### config.mk
export PLATFORM = sky130hd
export DESIGN_NAME = cplx_peak_select
export DESIGN_NICKNAME = d
export VERILOG_FILES = /design/src/rtl/cplx_peak_select.sv
export SDC_FILE = /design/constraint.sdc
export NUM_CORES = 1
export LEC_CHECK = 0
export ABC_AREA = 1
export CAP_MARGIN = 10
export CORE_MARGIN = 2
export CORE_UTILIZATION = 60
export CTS_CLUSTER_DIAMETER = 150
export CTS_CLUSTER_SIZE = 24
export DETAILED_ROUTE_END_ITERATION = 12
export PLACE_DENSITY = 0.91
export SLEW_MARGIN = 30
export SYNTH_ARGS = -nofsm -noshare
export SYNTH_HDL_FRONTEND = slang
export SYNTH_SLANG_ARGS = --single-unit
export TNS_END_PERCENT = 5
### constraint.sdc
create_clock -name clk -period 9.9 [get_ports clk]
set_clock_uncertainty 0.05 [all_clocks]
set_input_delay 1.485 -clock clk [delete_from_list [all_inputs] [get_ports clk]]
set_output_delay 1.485 -clock clk [all_outputs]
set_load 0.005 [all_outputs]
### src/rtl/cplx_peak_select.sv
// Purpose: per-burst peak-magnitude select and energy sum over complex samples.
// Latency: out_valid rises 2 edges after the edge sampling the last burst sample.
// Backpressure: record held stable until out_ready; samples arriving meanwhile are dropped and flagged.
module cplx_peak_select #(
    parameter int W         = 14,
    parameter int BURST_LEN = 3
) (
    input  logic                  clk,
    input  logic                  rst,
    input  logic                  in_valid,
    input  logic signed [W-1:0]   in_real,
    input  logic signed [W-1:0]   in_image,
    input  logic                  out_ready,
    output logic                  out_valid,
    output logic [1:0]            peak_idx,
    output logic signed [W-1:0]   peak_real,
    output logic signed [W-1:0]   peak_image,
    output logic [2*W-1:0]        peak_mag,
    output logic [2*W+1:0]        sum_mag,
    output logic                  ovf_err,
    output logic                  frag_err
);

    typedef enum logic [1:0] {IDLE, COLLECT, DRAIN, HOLD} state_t;

    localparam logic [2:0] LAST_IDX = 3'(BURST_LEN - 1);

    state_t state, state_nxt;

    logic [2:0] cnt;        // index of the next sample within the burst
    logic       drain_cnt;  // second DRAIN cycle marker
    logic       skip;       // ignoring the remainder of a dropped burst

    logic accept, start, capture, frag, drop;

    // stage 1: registered sample
    logic                 s1_vld;
    logic [1:0]           s1_idx;
    logic signed [W-1:0]  s1_re, s1_im;
    // stage 2: registered magnitude
    logic                 s2_vld;
    logic [1:0]           s2_idx;
    logic signed [W-1:0]  s2_re, s2_im;
    logic [2*W-1:0]       s2_mag;

    logic signed [2*W-1:0] sq_re, sq_im;
    logic [2*W-1:0]        mag_nxt;

    // State register.
    always_ff @(posedge clk or posedge rst) begin
        if (rst) state <= IDLE;
        else     state <= state_nxt;
    end

    // Next-state logic.
    always_comb begin
        state_nxt = state;
        case (state)
            IDLE:    if (start) state_nxt = COLLECT;
            COLLECT: begin
                if (!in_valid)             state_nxt = IDLE;
                else if (cnt == LAST_IDX)  state_nxt = DRAIN;
            end
            DRAIN:   if (drain_cnt) state_nxt = HOLD;
            HOLD:    if (accept) state_nxt = start ? COLLECT : IDLE;
            default: state_nxt = IDLE;
        endcase
    end

    // Output and control strobe decode; a burst may begin on the acceptance edge.
    always_comb begin
        out_valid = (state == HOLD);
        accept    = (state == HOLD) && out_ready;
        start     = in_valid && !skip && ((state == IDLE) || accept);
        capture   = start || ((state == COLLECT) && in_valid);
        frag      = (state == COLLECT) && !in_valid;
        drop      = in_valid && ((state == DRAIN) || ((state == HOLD) && !out_ready));
    end

    // Burst counter, drain timer, drop-skip tracking and sticky error flags.
    always_ff @(posedge clk or posedge rst) begin
        if (rst) begin
            cnt       <= '0;
            drain_cnt <= 1'b0;
            skip      <= 1'b0;
            ovf_err   <= 1'b0;
            frag_err  <= 1'b0;
        end else begin
            if (start)                             cnt <= 3'd1;
            else if ((state == COLLECT) && in_valid) cnt <= cnt + 3'd1;
            else                                   cnt <= '0;

            drain_cnt <= (state == DRAIN) && !drain_cnt;

            if (drop)           skip <= 1'b1;
            else if (!in_valid) skip <= 1'b0;

            ovf_err  <= ovf_err  | drop;
            frag_err <= frag_err | frag;
        end
    end

    // Stage 1: capture the accepted sample with its burst index.
    always_ff @(posedge clk or posedge rst) begin
        if (rst) begin
            s1_vld <= 1'b0;
            s1_idx <= '0;
            s1_re  <= '0;
            s1_im  <= '0;
        end else begin
            s1_vld <= capture;
            if (capture) begin
                s1_idx <= start ? 2'd0 : cnt[1:0];
                s1_re  <= in_real;
                s1_im  <= in_image;
            end
        end
    end

    // Magnitude squared; the sum peaks at 2^(2W-1) so 2W bits never overflow.
    always_comb begin
        sq_re   = s1_re * s1_re;
        sq_im   = s1_im * s1_im;
        mag_nxt = $unsigned(sq_re) + $unsigned(sq_im);
    end

    // Stage 2: register the magnitude; a fragment kills in-flight samples.
    always_ff @(posedge clk or posedge rst) begin
        if (rst) begin
            s2_vld <= 1'b0;
            s2_idx <= '0;
            s2_re  <= '0;
            s2_im  <= '0;
            s2_mag <= '0;
        end else begin
            s2_vld <= s1_vld && !frag;
            if (s1_vld) begin
                s2_idx <= s1_idx;
                s2_re  <= s1_re;
                s2_im  <= s1_im;
                s2_mag <= mag_nxt;
            end
        end
    end

    // Stage 3: peak compare (strictly greater wins) and energy accumulation.
    always_ff @(posedge clk or posedge rst) begin
        if (rst) begin
            peak_idx   <= '0;
            peak_real  <= '0;
            peak_image <= '0;
            peak_mag   <= '0;
            sum_mag    <= '0;
        end else if (frag || accept) begin
            peak_idx   <= '0;
            peak_real  <= '0;
            peak_image <= '0;
            peak_mag   <= '0;
            sum_mag    <= '0;
        end else if (s2_vld) begin
            if ((s2_idx == 2'd0) || (s2_mag > peak_mag)) begin
                peak_idx   <= s2_idx;
                peak_real  <= s2_re;
                peak_image <= s2_im;
                peak_mag   <= s2_mag;
            end
            if (s2_idx == 2'd0) sum_mag <= {2'b00, s2_mag};
            else                sum_mag <= sum_mag + {2'b00, s2_mag};
        end
    end

endmodule

Word-level counts from Yosys, hierarchy flattened:

Cells that the tools add are included.

* bits in registers: 187
* latch bits: 0
* bits in writable memories: 0
* memory bits (read-only): 0
* output and inout bits: 91
* logic and storage cells: 89
* memories kept: 0

* $add $sub $neg: 3
* multiply operators: 2
* divide/modulo/power cells: 0
* $lt $le $gt $ge: 1
* equal/unequal tests: 9
* shift operators: 0
* mux-type cells: 27
* bitwise operators: 2
* reductions and logical operators: 25

Operators with widths (number)
* 30-bit 2-to-1 mux: 3
* 14-bit 2-to-1 mux: 6
* 28-bit 2-to-1 mux: 3
* 14-bit by 14-bit multiplier with 28-bit output: 2
* 30-bit by 28-bit adder with 30-bit output: 1
* 28-bit adder: 1
* 28-bit > comparator: 1
* 2-bit 2-to-1 mux: 9
* 1-bit logical AND: 9
* 2-bit one-hot mux with 4 select lines: 1
* 3-bit 2-to-1 mux: 2
* 1-bit logical NOT: 5
* 1-bit logical OR: 5
* 2-bit == test, second input constant: 2
* 2-bit logical NOT: 2
* 2-bit by 1-bit inequality test with 1-bit output, second input constant: 2
* 2-bit inequality test, second input constant: 2
* 4-bit AND reduction: 1
* 2-bit nonzero test: 2
* 3-bit by 1-bit adder with 3-bit output, second input constant: 1
* 3-bit by 2-bit == test with 1-bit output, second input constant: 1
* 1-bit 2-to-1 mux: 3
* 3-bit inequality test, second input constant: 1
* 2-bit by 1-bit == test with 1-bit output, second input constant: 1
* 2 further kinds: 3

Logic depth before layout (Yosys ltp):

* word-level depth: 7
* gate-level depth with buffers: 34
* gate-level depth less buffers: 32

Worst setup path after synthesis:

Ideal clock, no wire load.

* path kind: reg2reg
* start point: reg s1_im[13]
* end point: reg s2_mag[20]
* data arrival time: 6384 ps
* path slack: 3332 ps
* stages on the path, launching flop included: 28
* buffers on the path: 1
* period minus slack after synthesis: 6568 ps
* path through: dfrtp_1 -> clkbuf_1 -> nand2_1 -> inv_1 -> fa_1 -> inv_1 -> fa_1 -> inv_1 -> fa_1 -> fa_1 -> fa_1 -> fa_1 -> inv_1 -> fa_1 -> inv_1 -> ha_1 -> ha_1 -> nand2_1 -> nor2_1 -> inv_1 -> nor2_1 -> nor2_1 -> o21ai_1 -> nand2_1 -> nand2_1 -> nand2_1 -> nand3_1 -> o21ai_0

* longest elaborated chain between the ends: 2

Ends and longest elaborated chain
* from (decl): line 39 `logic signed [W-1:0] s1_re, s1_im;`
* from (signal assigned): line 115 `s1_im <= in_image;`
* 14-bit by 14-bit multiplier with 28-bit output: line 123 `sq_im = s1_im * s1_im;`
* 28-bit adder: line 124 `mag_nxt = $unsigned(sq_re) + $unsigned(sq_im);`
* to (signal assigned): line 141 `s2_mag <= mag_nxt;`
* to (decl): line 44 `logic [2*W-1:0] s2_mag;`

Every way passes these cells.
A chain may end at the register's enable or synchronous reset.

Worst setup path in the final report:

* start point: reg s1_im[0]
* end point: reg s2_mag[23]

The elaborated chain is that of the path after synthesis.

==> qor.tcl <==
set qor(status) {finished, final reports clean}
set qor(floorplan.io_pins) 123
set qor(initial_antenna_violation_count) 0
set qor(syn-instance-count) 2941
set qor(die_x_extent_um) 205
set qor(timing.reg2reg.setup_slack_ns) 2.28
set qor(grt_max_degree) 128
set qor(maximum_clock_frequency_ghz) 0.131
set qor(maxCapViolCount) 0
set qor(rows) 73
set qor(synth_fp_nets) 3552
set qor(routed_wire_length_per_instance_um) 19.7
set qor(setup_viol) 0
set qor(critical-path-top-delay-family) {adder cells}
set qor(yosysWarningCount) 0
set qor(ctsRootBufferMaster) {sky130_fd_sc_hd__clkbuf_16}
set qor(detail_route.wirelength_um) 70000
set qor(yosys.area_share.simple_pct) 17.6
set qor(netlist_area_um2) 24100
set qor(timing.critical_path.slowest_stage_cell) {sky130_fd_sc_hd__dfrtp_1}
set qor(route.detailed.drc) 0
set qor(setup-tns-final_ns) 0
set qor(required_ns) 10.19
set qor(path_clk_slew_ns) 0.09
set qor(vias_per_cell) 5.65
set qor(globalRoute.totalOverflow) 0
set qor(synth_xor_area_share_pct) 0.980
set qor(via_count) 20024
set qor(worst-path-stages) 24
set qor(crit_buf_inv) 6
set qor(synth_top_family_by_area) {adder cells}
set qor(die-area_um2) 41800
set qor(die_height_um) 205
set qor(insertedDiodeCount) 0
set qor(post_synth_edffs) 0
set qor(maximum_buffer_depth_of_the_clock_tree) 2
set qor(num-fill-cells) 3065
set qor(post_cts.repair.setup_buffers) 0
set qor(worst_r2r_startpoint) {s1_im[0]}
set qor(timing.final.crit_period_ns) 7.62
set qor(postSynthAreaPerCell_um2) 8.20
set qor(post_cts_resize_count) 0
set qor(gp_congestion) 0.999
set qor(synth_adder_area_share_pct) 42.6
set qor(crit_chain) {nand2_1 > inv_1 > fa_1 > inv_1 > fa_1 > inv_1 > fa_1 > fa_1 > fa_1 > fa_1 > inv_1 > fa_1 > inv_1 > ha_1 > ha_1 > nand2_1 > nor2_1 > inv_1 > nor3_1 > nand4_1 > nand3_1 > nand2_1 > nand3_1 > o21ai_0}
set qor(worst-setup-path-type) {reg -> reg}
set qor(reg2reg_to) {s2_mag[23]}
set qor(async_flop_share_pct) 100
set qor(final_net_count) 3620
set qor(cts_htree_levels) 4
set qor(worstSetupEndpoint) {s2_mag[23]}
set qor(global_route.usage.total_pct) 35.2
set qor(floorplan.initialDensity_pct) 60.7
set qor(final_period_utilization_pct) 77.0
set qor(worstSetupStartpointType) {flip-flop}
set qor(drt_first_pass_iters) 8
set qor(fp.coreArea_um2) 39700
set qor(stdcell_area_um2) 26400
set qor(ys_ff_latch) 187
set qor(rsz0062_at_grt) {no}
set qor(ys_dominant_reg_cell) {sky130_fd_sc_hd__dfrtp_1}
set qor(startpoint) {s1_im[0]}
set qor(final_max_slew_viol_count) 0
set qor(ys_types) 44
set qor(critical_path_peak_fanout) 16
set qor(crit_arrival_ns) 7.91
set qor(place_hpwl_um) 54800
set qor(end_kind) {flip-flop}
set qor(detailed_place.area_um2) 25700
set qor(numPortBuffers) 122
set qor(clock_latency_ns) 0.49
set qor(worstRegToRegCells) 24
set qor(max_stage_delay_ns) 0.85
set qor(synthToLayoutAreaGrowth_pct) 9.34
set qor(cts_hold_buf) 0
set qor(detailedRoute.firstIterationViolations) 1827
set qor(holdCritPathClass) {reg -> reg}
set qor(synth_mux_area_share_pct) 0.327
set qor(compound_gate_portion_of_the_synthesized_area_pct) 6.02
set qor(route.antenna.remaining_nets) 0
set qor(most_prevalent_standard_cell_on_the_critical_path) {sky130_fd_sc_hd__fa_1}
set qor(grt_pass1_wl_um) 111000
set qor(via_count_of_the_first_global_routing_pass) 21231
set qor(finalHoldViolations) 0
set qor(timing.slew.headroom_pct) 32.9
set qor(clock_sinks) 187
set qor(layout-drive-gt1-share_pct) 2.61
set qor(tritoncts.num_buffers) 17
set qor(synth-seq-area-share_pct) 19.4
set qor(worst_pin_slew_ns) 1.01
set qor(cts_tree) {yes}
[per-layer routing]
metal	track usage (%)	vias to the layer above	wire, um
met5	0	-	0
met4	21.1	0	4600
met3	6.95	314	6630
met2	56.6	1083	33000
met1	44.2	9750	25800
li1	-	8877	-
[cells in the final DEF (no fill, tap or decap), types with 14 or more instances in the layout]
master / n
sky130_fd_sc_hd__a21oi_1: 87
sky130_fd_sc_hd__clkdlybuf4s50_1: 122
sky130_fd_sc_hd__o21ai_0: 137
sky130_fd_sc_hd__fa_1: 403
sky130_fd_sc_hd__nand3_1: 129
sky130_fd_sc_hd__dfrtp_1: 186
sky130_fd_sc_hd__nor2_1: 170
sky130_fd_sc_hd__buf_4: 14
sky130_fd_sc_hd__clkbuf_16: 17
sky130_fd_sc_hd__inv_1: 731
sky130_fd_sc_hd__xor2_1: 14
sky130_fd_sc_hd__nand2_1: 689
sky130_fd_sc_hd__nand4_1: 23
sky130_fd_sc_hd__ha_1: 176
[sequential cells by signal, summed over array words and instances, names as in the netlist, named ones only]
signal,count
drain_cnt,1
cnt,3
s1_re,14
peak_image,14
s2_vld,1
peak_idx,2
s2_re,14
s2_idx,2
s1_im,14
sum_mag,30
ovf_err,1
s2_im,14
s2_mag,28
peak_real,14
s1_idx,2
state,1
peak_mag,28
s1_vld,1
frag_err,1
skip,1
[worst min path at each step]
stage                         start        end  slack, ns  depth (start not counted)
after global placement    drain_cnt  drain_cnt       0.35                          1
after floorplan           drain_cnt  drain_cnt       0.35                          1
after detailed placement  drain_cnt  drain_cnt       0.37                          1
final                     drain_cnt  drain_cnt       0.38                          1
after CTS                 drain_cnt  drain_cnt       0.38                          1
after global routing      drain_cnt  drain_cnt       0.39                          1
[synth_stat cells, types with 10 or more instances]
master / n / area share [%]
sky130_fd_sc_hd__inv_1: 733 / 11
sky130_fd_sc_hd__nand2_1: 689 / 11
sky130_fd_sc_hd__fa_1: 403 / 33
sky130_fd_sc_hd__dfrtp_1: 187 / 19
sky130_fd_sc_hd__ha_1: 176 / 9.1
sky130_fd_sc_hd__nor2_1: 171 / 2.7
sky130_fd_sc_hd__o21ai_0: 137 / 2.8
sky130_fd_sc_hd__nand3_1: 129 / 2.7
sky130_fd_sc_hd__a21oi_1: 87 / 1.8
sky130_fd_sc_hd__clkbuf_1: 58 / 0.90
sky130_fd_sc_hd__nand4_1: 23 / 0.60
sky130_fd_sc_hd__xor2_1: 14 / 0.51
sky130_fd_sc_hd__buf_2: 13 / 0.27
sky130_fd_sc_hd__xnor2_1: 13 / 0.47
sky130_fd_sc_hd__nor3_1: 10 / 0.21
[cell families (layout without fill, tap and decap cells)]
| family | count (synthesis) | count (layout) |
|---|---|---|
| adders and majority gates | 579 | 579 |
| and+or+nand+nor | 1048 | 1048 |
| xor gates and xnor gates | 27 | 27 |
| DFF | 187 | 187 |
| muxes | 7 | 7 |
| buffers and inverters | 822 | 903 |
| AOI/OAI and AO/OA | 271 | 271 |
[worst register-to-register path, delay by kind of cell (launching register included)]
family	cells	cell delay [ns]
adders and majority gates	9	4.02
DFF	1	0.85
and+or+nand+nor	8	1.69
buffers and inverters	6	0.78
AOI/OAI and AO/OA	1	0.09
[through the flow]
stage / util, % / instances / hold WS [ns] / setup slack, ns
after floorplan: - / 2941 / 0.346 / 3.28
after global placement: 64.7 / 3515 / 0.355 / 2.54
after detailed placement: 64.8 / 3515 / 0.373 / 2.40
after CTS: 66.4 / 3547 / 0.384 / 2.37
after global routing: 66.4 / 3547 / 0.391 / 1.79
final: 66.4 / 3547 / 0.380 / 2.28
[cell type report]
type	count	area (um2)	area share, %
multi-input cells	1932	16300	61.8
flip-flops and latches	187	4680	17.7
inverters	735	2770	10.5
repair buffers	136	1330	5.03
well taps	525	657	2.49
clock buffers	17	425	1.61
clock inverters	15	214	0.811
Power is left out: the tool's default activity adds up to more than one toggle a clock period on the data nets, which glitch-free logic cannot reach.
